[src/rtl/scan_pkg.sv]
// Shared helpers for the ring scanner: one-hot successor search, counter sizing
// and the registered per-slot event pair.
package scan_pkg;

   localparam int unsigned MAX_CH = 64;

   typedef logic [MAX_CH-1:0] chvec_t;

   typedef struct packed {
      logic slot_start;
      logic frame_done;
   } scan_evt_t;

   function automatic int unsigned clog2_min1(input int unsigned n);
      return (n <= 1) ? 1 : $clog2(n);
   endfunction

   // Lowest mask bit strictly above the one-hot ring, else the lowest mask bit.
   // A zero ring therefore yields the lowest set bit of the mask.
   function automatic chvec_t next_enabled(input chvec_t ring, input chvec_t mask);
      chvec_t upto;
      chvec_t above;
      upto  = (ring << 1) - chvec_t'(1);
      above = mask & ~upto;
      if (|above) return above & (~above + chvec_t'(1));
      return mask & (~mask + chvec_t'(1));
   endfunction

endpackage

[src/rtl/ring_sequencer_n.sv]
// One-hot ring sequencer with dwell counter, channel mask handling and
// slot/frame pulses registered alongside the ring.
module ring_sequencer_n
   import scan_pkg::*;
#(
   parameter int unsigned CHANNELS = 4,
   parameter int unsigned DWELL    = 1000
) (
   input  logic                clock,
   input  logic                reset,
   input  logic                enable,
   input  logic [CHANNELS-1:0] channel_mask,
   output logic [CHANNELS-1:0] ring,
   output logic                slot_start,
   output logic                frame_done
);

   localparam int unsigned   CW       = clog2_min1(DWELL);
   localparam logic [CW-1:0] CNT_LAST = CW'(DWELL - 1);

   logic [CHANNELS-1:0] ring_q, ring_d, nxt;
   logic [CW-1:0]       cnt_q, cnt_d;
   scan_evt_t           evt_q, evt_d;
   logic                wrap;

   assign nxt  = CHANNELS'(next_enabled(chvec_t'(ring_q), chvec_t'(channel_mask)));
   assign wrap = (nxt <= ring_q);

   always_comb begin
      ring_d = ring_q;
      cnt_d  = cnt_q;
      evt_d  = '0;
      if (channel_mask == '0) begin
         ring_d = '0;
         cnt_d  = '0;
      end else if (ring_q == '0) begin
         ring_d           = nxt;
         cnt_d            = '0;
         evt_d.slot_start = 1'b1;
      end else if ((ring_q & channel_mask) == '0 || (enable && cnt_q == CNT_LAST)) begin
         // A dropped live channel forces the move even while held, and wins
         // over a coincident dwell expiry so the ring stays one-hot.
         ring_d           = nxt;
         cnt_d            = '0;
         evt_d.slot_start = 1'b1;
         evt_d.frame_done = wrap;
      end else if (enable) begin
         cnt_d = cnt_q + 1'b1;
      end
   end

   always_ff @(posedge clock or posedge reset) begin
      if (reset) begin
         ring_q <= CHANNELS'(1);
         cnt_q  <= '0;
         evt_q  <= '0;
      end else begin
         ring_q <= ring_d;
         cnt_q  <= cnt_d;
         evt_q  <= evt_d;
      end
   end

   assign ring       = ring_q;
   assign slot_start = evt_q.slot_start;
   assign frame_done = evt_q.frame_done;

endmodule

[src/rtl/ring_scan_mux.sv]
// Time-multiplexed channel scanner: ring sequencer driving a registered
// AND-OR multiplexer over CHANNELS inputs of WIDTH bits.
module ring_scan_mux
   import scan_pkg::*;
#(
   parameter int unsigned CHANNELS = 4,
   parameter int unsigned WIDTH    = 1,
   parameter int unsigned DWELL    = 1000
) (
   input  logic                      clock,
   input  logic                      reset,
   input  logic                      enable,
   input  logic [CHANNELS-1:0]       channel_mask,
   input  logic [CHANNELS*WIDTH-1:0] data_in,
   output logic [WIDTH-1:0]          data_out,
   output logic [CHANNELS-1:0]       ring,
   output logic                      slot_start,
   output logic                      frame_done
);

   logic [CHANNELS-1:0][WIDTH-1:0] term;
   logic [WIDTH-1:0]               data_d, data_q;

   ring_sequencer_n #(
      .CHANNELS(CHANNELS),
      .DWELL   (DWELL)
   ) u_seq (
      .clock       (clock),
      .reset       (reset),
      .enable      (enable),
      .channel_mask(channel_mask),
      .ring        (ring),
      .slot_start  (slot_start),
      .frame_done  (frame_done)
   );

   genvar k;
   generate
      for (k = 0; k < CHANNELS; k++) begin : g_term
         assign term[k] = data_in[k*WIDTH +: WIDTH] & {WIDTH{ring[k]}};
      end
   endgenerate

   // An empty mask blanks the output on the same edge the ring clears.
   always_comb begin
      data_d = '0;
      for (int unsigned i = 0; i < CHANNELS; i++) data_d |= term[i];
      if (channel_mask == '0) data_d = '0;
   end

   always_ff @(posedge clock or posedge reset) begin
      if (reset) data_q <= '0;
      else       data_q <= data_d;
   end

   assign data_out = data_q;

endmodule

[config.mk]
export PLATFORM = sky130hd
export DESIGN_NAME = ring_scan_mux
export DESIGN_NICKNAME = d
export VERILOG_FILES = /design/src/rtl/scan_pkg.sv /design/src/rtl/ring_sequencer_n.sv /design/src/rtl/ring_scan_mux.sv
export SDC_FILE = /design/constraint.sdc
export NUM_CORES = 1
export LEC_CHECK = 0
export CAP_MARGIN = 20
export CORE_MARGIN = 10
export CORE_UTILIZATION = 46
export CTS_CLUSTER_DIAMETER = 200
export DETAILED_ROUTE_END_ITERATION = 8
export GPL_TIMING_DRIVEN = 0
export PLACE_DENSITY = 0.8
export SYNTH_ARGS = -nofsm -noshare
export SYNTH_HDL_FRONTEND = slang
export SYNTH_SLANG_ARGS = --single-unit
[constraint.sdc]
create_clock -name clock -period 2.2 [get_ports clock]
set_input_delay 0.22 -clock clock [delete_from_list [all_inputs] [get_ports clock]]
set_output_delay 0.22 -clock clock [all_outputs]
set_load 0.01 [all_outputs]
# ---- After elaboration in Yosys (flattened, before gate mapping)
# Cells that the tools add are included.
dict set report word_totals {
  reg_bits 17
  inputBits 11
  output_inout_bits 7
}
dict set report classes {
  bitwise_logic 14
  mux 15
  n_lt_le_gt_ge 1
  n_addsub 4
  reduce_logical 8
  n_eq_ne 1
}
# op n
set ops {}
lappend ops {{4-bit by 64-bit bitwise AND with 64-bit output} 1}
lappend ops {{64-bit inverter} 1}
lappend ops {{64-bit OR reduction} 1}
lappend ops {{10-bit two-way mux} 4}
lappend ops {{4-bit two-way mux} 5}
lappend ops {{4-bit bitwise AND} 3}
lappend ops {{4-bit zero test} 3}
lappend ops {{10-bit by 1-bit adder with 10-bit output, second input constant} 1}
lappend ops {{10-bit == test, second input constant} 1}
lappend ops {{4-bit by 1-bit adder with 4-bit output, second input constant} 2}
lappend ops {{4-bit inverter} 2}
lappend ops {{5-bit by 1-bit subtractor with 6-bit output, second input constant} 1}
lappend ops {{1-bit bitwise AND} 4}
lappend ops {{4-bit less-or-equal comparator} 1}
lappend ops {{1-bit two-way mux} 4}
lappend ops {{2-bit two-way mux} 2}
lappend ops {{4-bit nonzero test} 1}
lappend ops {{1-bit bitwise OR} 3}
lappend ops {{3-bit nonzero test} 1}
lappend ops {{1-bit logical AND} 1}
lappend ops {{1-bit logical OR} 1}

# ---- Depth between registers and ports, before layout
dict set report depth {
  depth_word 12
  ltp_mapped 12
  depth_no_buf 12
}

# ---- Modules after synthesis
# From an unflattened synthesis, not the netlist that was laid out.
dict set report hier_totals {
  hier_cells 102
  area_unflattened_um2 1016.0
}
# module area_per_inst_um2 cells_each seq_area_each_um2 instances
set by_module_without_submodules {}
lappend by_module_without_submodules {ring_sequencer_n 954.7 96 401.6 1}
lappend by_module_without_submodules {ring_scan_mux 61.3 6 25.0 1}

# ---- Least setup slack after synthesis
# Ideal clock, no wire load.
dict set report synth_timing {
  path_type {register to register}
  from {register u_seq.ring_q[0], in the netlist u_seq.ring[0]}
  to {register u_seq.evt_q, in the netlist u_seq.frame_done}
  path_stages_with_launch 13
  slack_ns -0.166
  setup_ns 0.065
  synth_period_minus_slack_ns 2.366
  required_ns 2.135
  t_arrival_ns 2.300
  path_cell_list {dfstp_2 inv_1 ha_1 xnor2_1 nand2_1 nand4b_1 nand2_1 ha_1 nor2b_1 o21a_1 o21a_1 o21ai_0 and3_2}
}
# element line
set synth_rtl {}
lappend synth_rtl {{from (decl)} ring_sequencer_n.sv:21} ;# logic [CHANNELS-1:0] ring_q, ring_d, nxt;
lappend synth_rtl {{from (signal assigned)} ring_sequencer_n.sv:58} ;# ring_q <= ring_d;
lappend synth_rtl {{to (signal assigned)} ring_sequencer_n.sv:60} ;# evt_q <= evt_d;
lappend synth_rtl {{to (decl)} ring_sequencer_n.sv:23} ;# scan_evt_t evt_q, evt_d;

==> out/metrics.csv <==
stage,metric,value,unit
run_status,status,finished with violations,
run_status,failing checks,negative setup slack,
synth,"flops & latches, synth",17,
sta,Fin Setup TNS,-0.162,ns
critical_path,Startpoint Class,register,
sta,RSZ-0062 raised after global routing,true,
clocking,TritonCTS buffer count,3,
critical_path,kind of critical path,reg -> reg,
sta,fin. max-slew vios,0,
detailed_routing,initial drt markers,28,
power,switching power total,0.000557,W
power,logic gate share of total power,0.594,
die,full die area,4450,µm²
critical_path,WP data required,2.43,ns
synth,YS warnings,0,
min_path,type of the worst min-delay path,in -> reg,
detailed_routing,average wire per standard cell,13.9,µm
critical_path,critical-path cell list,"inv_2, ha_4, xnor2_4, nand2_2, nand4b_1, nand2_1, ha_1, nor2b_1, o21a_1, o21a_1, o21ai_2, and3_2",
cells_and_area,Syn-to-layout area delta,29.3,%
cells_and_area,nets,141,
critical_path,"CP delay by family, top",simple AND/OR/NAND/NOR gates,
clocking,CTS tree,yes,
die,Die Y,66.7,µm
critical_path,CP most frequent cell,o21a_1,
die,num rows,16,
clocking,clk sink count,17,
clocking,CTS clock-pin slew for the worst setup and hold paths,0.10,ns
cells_and_area,final design utilization,0.641,
global_routing,GRT Total Usage,0.101,
global_routing,total gr overflow,0,
detailed_routing,antenna-violating nets left,0,
synth,Synth Instances,99,
critical_path,Crit Path Max Fanout,4,
sta,highest clock rate,423,MHz
critical_path,R2R cell count,12,
synth,area share of the largest cell type after synthesis,0.400,
min_path,Hold Crit Depth,3,
critical_path,number of cells on the critical path,12,
critical_path,Crit path buffers/inverters,1,
cells_and_area,Fill cells,162,
critical_path,Worst path slowest cell,dfstp_2,
place,placed instance area,1220,µm²
synth,top_reg_cell synth,dfrtp_1,
detailed_routing,DRC,0,
power,Switching Fraction,0.369,
clocking,worst skew pair latency,0.29,ns
global_routing,first-pass GRT wire length,3660,µm
synth,Syn Area/Cell,10.1,µm²
power,PwrDens,1160,nW/µm²
place,post-place setup slack,-0.339,ns
synth,post-synth top area cell,dfrtp_1,
critical_path,crit path capture type,register,
power,register share of total power,0.297,
detailed_routing,DR vias,815,
detailed_routing,Routed WL,2090,µm
clocking,Max H-tree Level,1,
power,LEAKAGE,0.565,nW
die,Initial Util,0.496,
die,io pins,18,
synth,sequential fraction of the synthesis area,0.426,
flow_run,Max Cap Viol,0,
power,Pint,0.000950,W
synth,Mapped Area,1000,µm²
die,core box area,2020,µm²
clocking,Root Driver,clkbuf_4,
sta,setup slack after layout,-0.162,ns
synth,most frequent cells after synthesis,"dfrtp_1, nor2_1, nand2_1",
sta,Fin. Hold Viols,0,
synth,largest cells by area after synthesis,"dfrtp_1, ha_1, nor2_1",
synth,leading cell type by number of instances after synthesis,dfrtp_1,
place,GPL Wtd Cong,0.895,
critical_path,"slowest stage delay, CP",0.56,ns
place,DPL Wire Length,1620,µm
sta,worst-margin pin slew,0.624,ns
power,clock group share of total power,0.109,
cells_and_area,layout cells sized above 1,0.195,
place,Port Buffers,16,
sta,fin crit period,2.36,ns
detailed_routing,First-pass DRT Iterations,5,
die,die width,66.7,µm
global_routing,largest net degree at the start of global routing,18,
critical_path,critical path arrival,2.59,ns
sta,Worst slew margin,0.583,
clocking,clk buf depth,2,
cells_and_area,# diodes,0,
global_routing,vias in the first global route,848,
synth,Synthesized Nets,116,
detailed_routing,routed vias/inst,5.43,
power,worst IR drop on VDD,749,µV
global_routing,initial antenna violation count,0,
sta,clock skew,0.00912,ns
sta,final setup fails,1,
synth,"Async S/R FF share, synth",1.00,
synth,Yosys cell types,29,
cells_and_area,"Design Area, Final",1300,µm²
synth,"EDFF count, synth",0,
sta,period utilisation layout,1.07,
[sequential cells by signal (all words and copies together), names as in the netlist]
register,count
u_seq.frame_done,1
u_seq.slot_start,1
data_out,1
u_seq.ring,4
u_seq.cnt_q,10
[worst register-to-register path, cell delays in order (launching register included)]
cell,delay (ns)
dfstp_2,0.56
inv_2,0.05
ha_4,0.18
xnor2_4,0.19
nand2_2,0.09
nand4b_1,0.09
nand2_1,0.08
ha_1,0.29
nor2b_1,0.14
o21a_1,0.16
o21a_1,0.17
o21ai_2,0.12
and3_2,0.19
[layer usage]
metal	global-route usage	share of wire	vias up
met1	0.117	0.43	391
met4	0.0393	0.024	0
met5	0	0	-
met3	0.0201	0.048	6
li1	-	-	400
met2	0.177	0.50	18
[what timing repair did]
item,CTS,global route
setup buffers,2,2
pin swaps,2,3
setup endpoints to repair,1,1
gates resized for setup,3,2
hold buffers,0,0
[path summary, 6_finish.rpt]
check | startpoint | endpoint | slack (ns)
worst max-delay path | u_seq.ring[0]$_DFFE_PP1P_ | u_seq.frame_done$_DFF_PP0_ | -0.16
worst min-delay path | enable | u_seq.cnt_q[0]$_DFFE_PP0P_ | 0.20
worst max register to register | u_seq.ring[0]$_DFFE_PP1P_ | u_seq.frame_done$_DFF_PP0_ | -0.16
worst min register to register | u_seq.ring[0]$_DFFE_PP1P_ | u_seq.ring[0]$_DFFE_PP1P_ | 0.52
max in group asynchronous | reset | u_seq.cnt_q[8]$_DFFE_PP0P_ | 1.50
min in group asynchronous | reset | u_seq.cnt_q[3]$_DFFE_PP0P_ | 0.30
[cell type report]
class | instances | area [µm²] | share of cell area
Inverter | 5 | 18.8 | 0.0145
Tap cell | 27 | 33.8 | 0.0261
Timing Repair Buffer | 20 | 190 | 0.147
Sequential cell | 17 | 427 | 0.329
Buffer | 2 | 25.0 | 0.0193
Multi-Input combinational cell | 75 | 574 | 0.443
Clock buffer | 3 | 22.5 | 0.0174
Clock inverter | 1 | 5.00 | 0.00386
[metrics by stage]
stage | power [W] | cells | hold WS (ns)
after floorplan | 0.000991 | 99 | 0.145
after global placement | 0.00120 | 142 | 0.509
after detailed placement | 0.00123 | 142 | 0.515
after CTS | 0.00145 | 148 | 0.203
after global routing | 0.00161 | 150 | 0.208
final | 0.00151 | 150 | 0.204
[kinds of logic (layout without fill, tap and decap cells)]
logic type | Yosys count | after routing | share of synthesized area
compound gates | 15 | 15 | 0.114
xor+xnor | 10 | 10 | 0.0874
fa+ha+maj | 6 | 6 | 0.0749
buf+inv | 7 | 31 | 0.0437
flops | 17 | 17 | 0.426
mux | 5 | 5 | 0.0649
simple gates | 39 | 39 | 0.190
[power by group through the flow]
stage	sequential (W)	clock (W)	combinational, W
3_3_place_gp	0.000457	0	0.000743
4_1_cts	0.000443	0.000169	0.000840
3_5_place_dp	0.000461	0	0.000765
5_1_grt	0.000458	0.000177	0.000977
6_report	0.000447	0.000164	0.000896
2_1_floorplan	0.000470	0	0.000521
[placed cells by master (no fill, tap or decap), types with 2 or more instances in the layout]
cell             count
a21oi_1              3
a22oi_1              4
buf_4                4
clkbuf_4             3
clkdlybuf4s50_1     16
dfrtp_1             16
ha_1                 5
inv_1                4
mux2_4               3
mux2i_1              2
nand2_1              8
nand3_1              2
nand4_1              5
nor2_1              15
nor3_1               2
o21a_1               2
o21ai_2              2
xnor2_1              3
xor2_1               6
No activity file was read; power rests on OpenSTA's default activity.
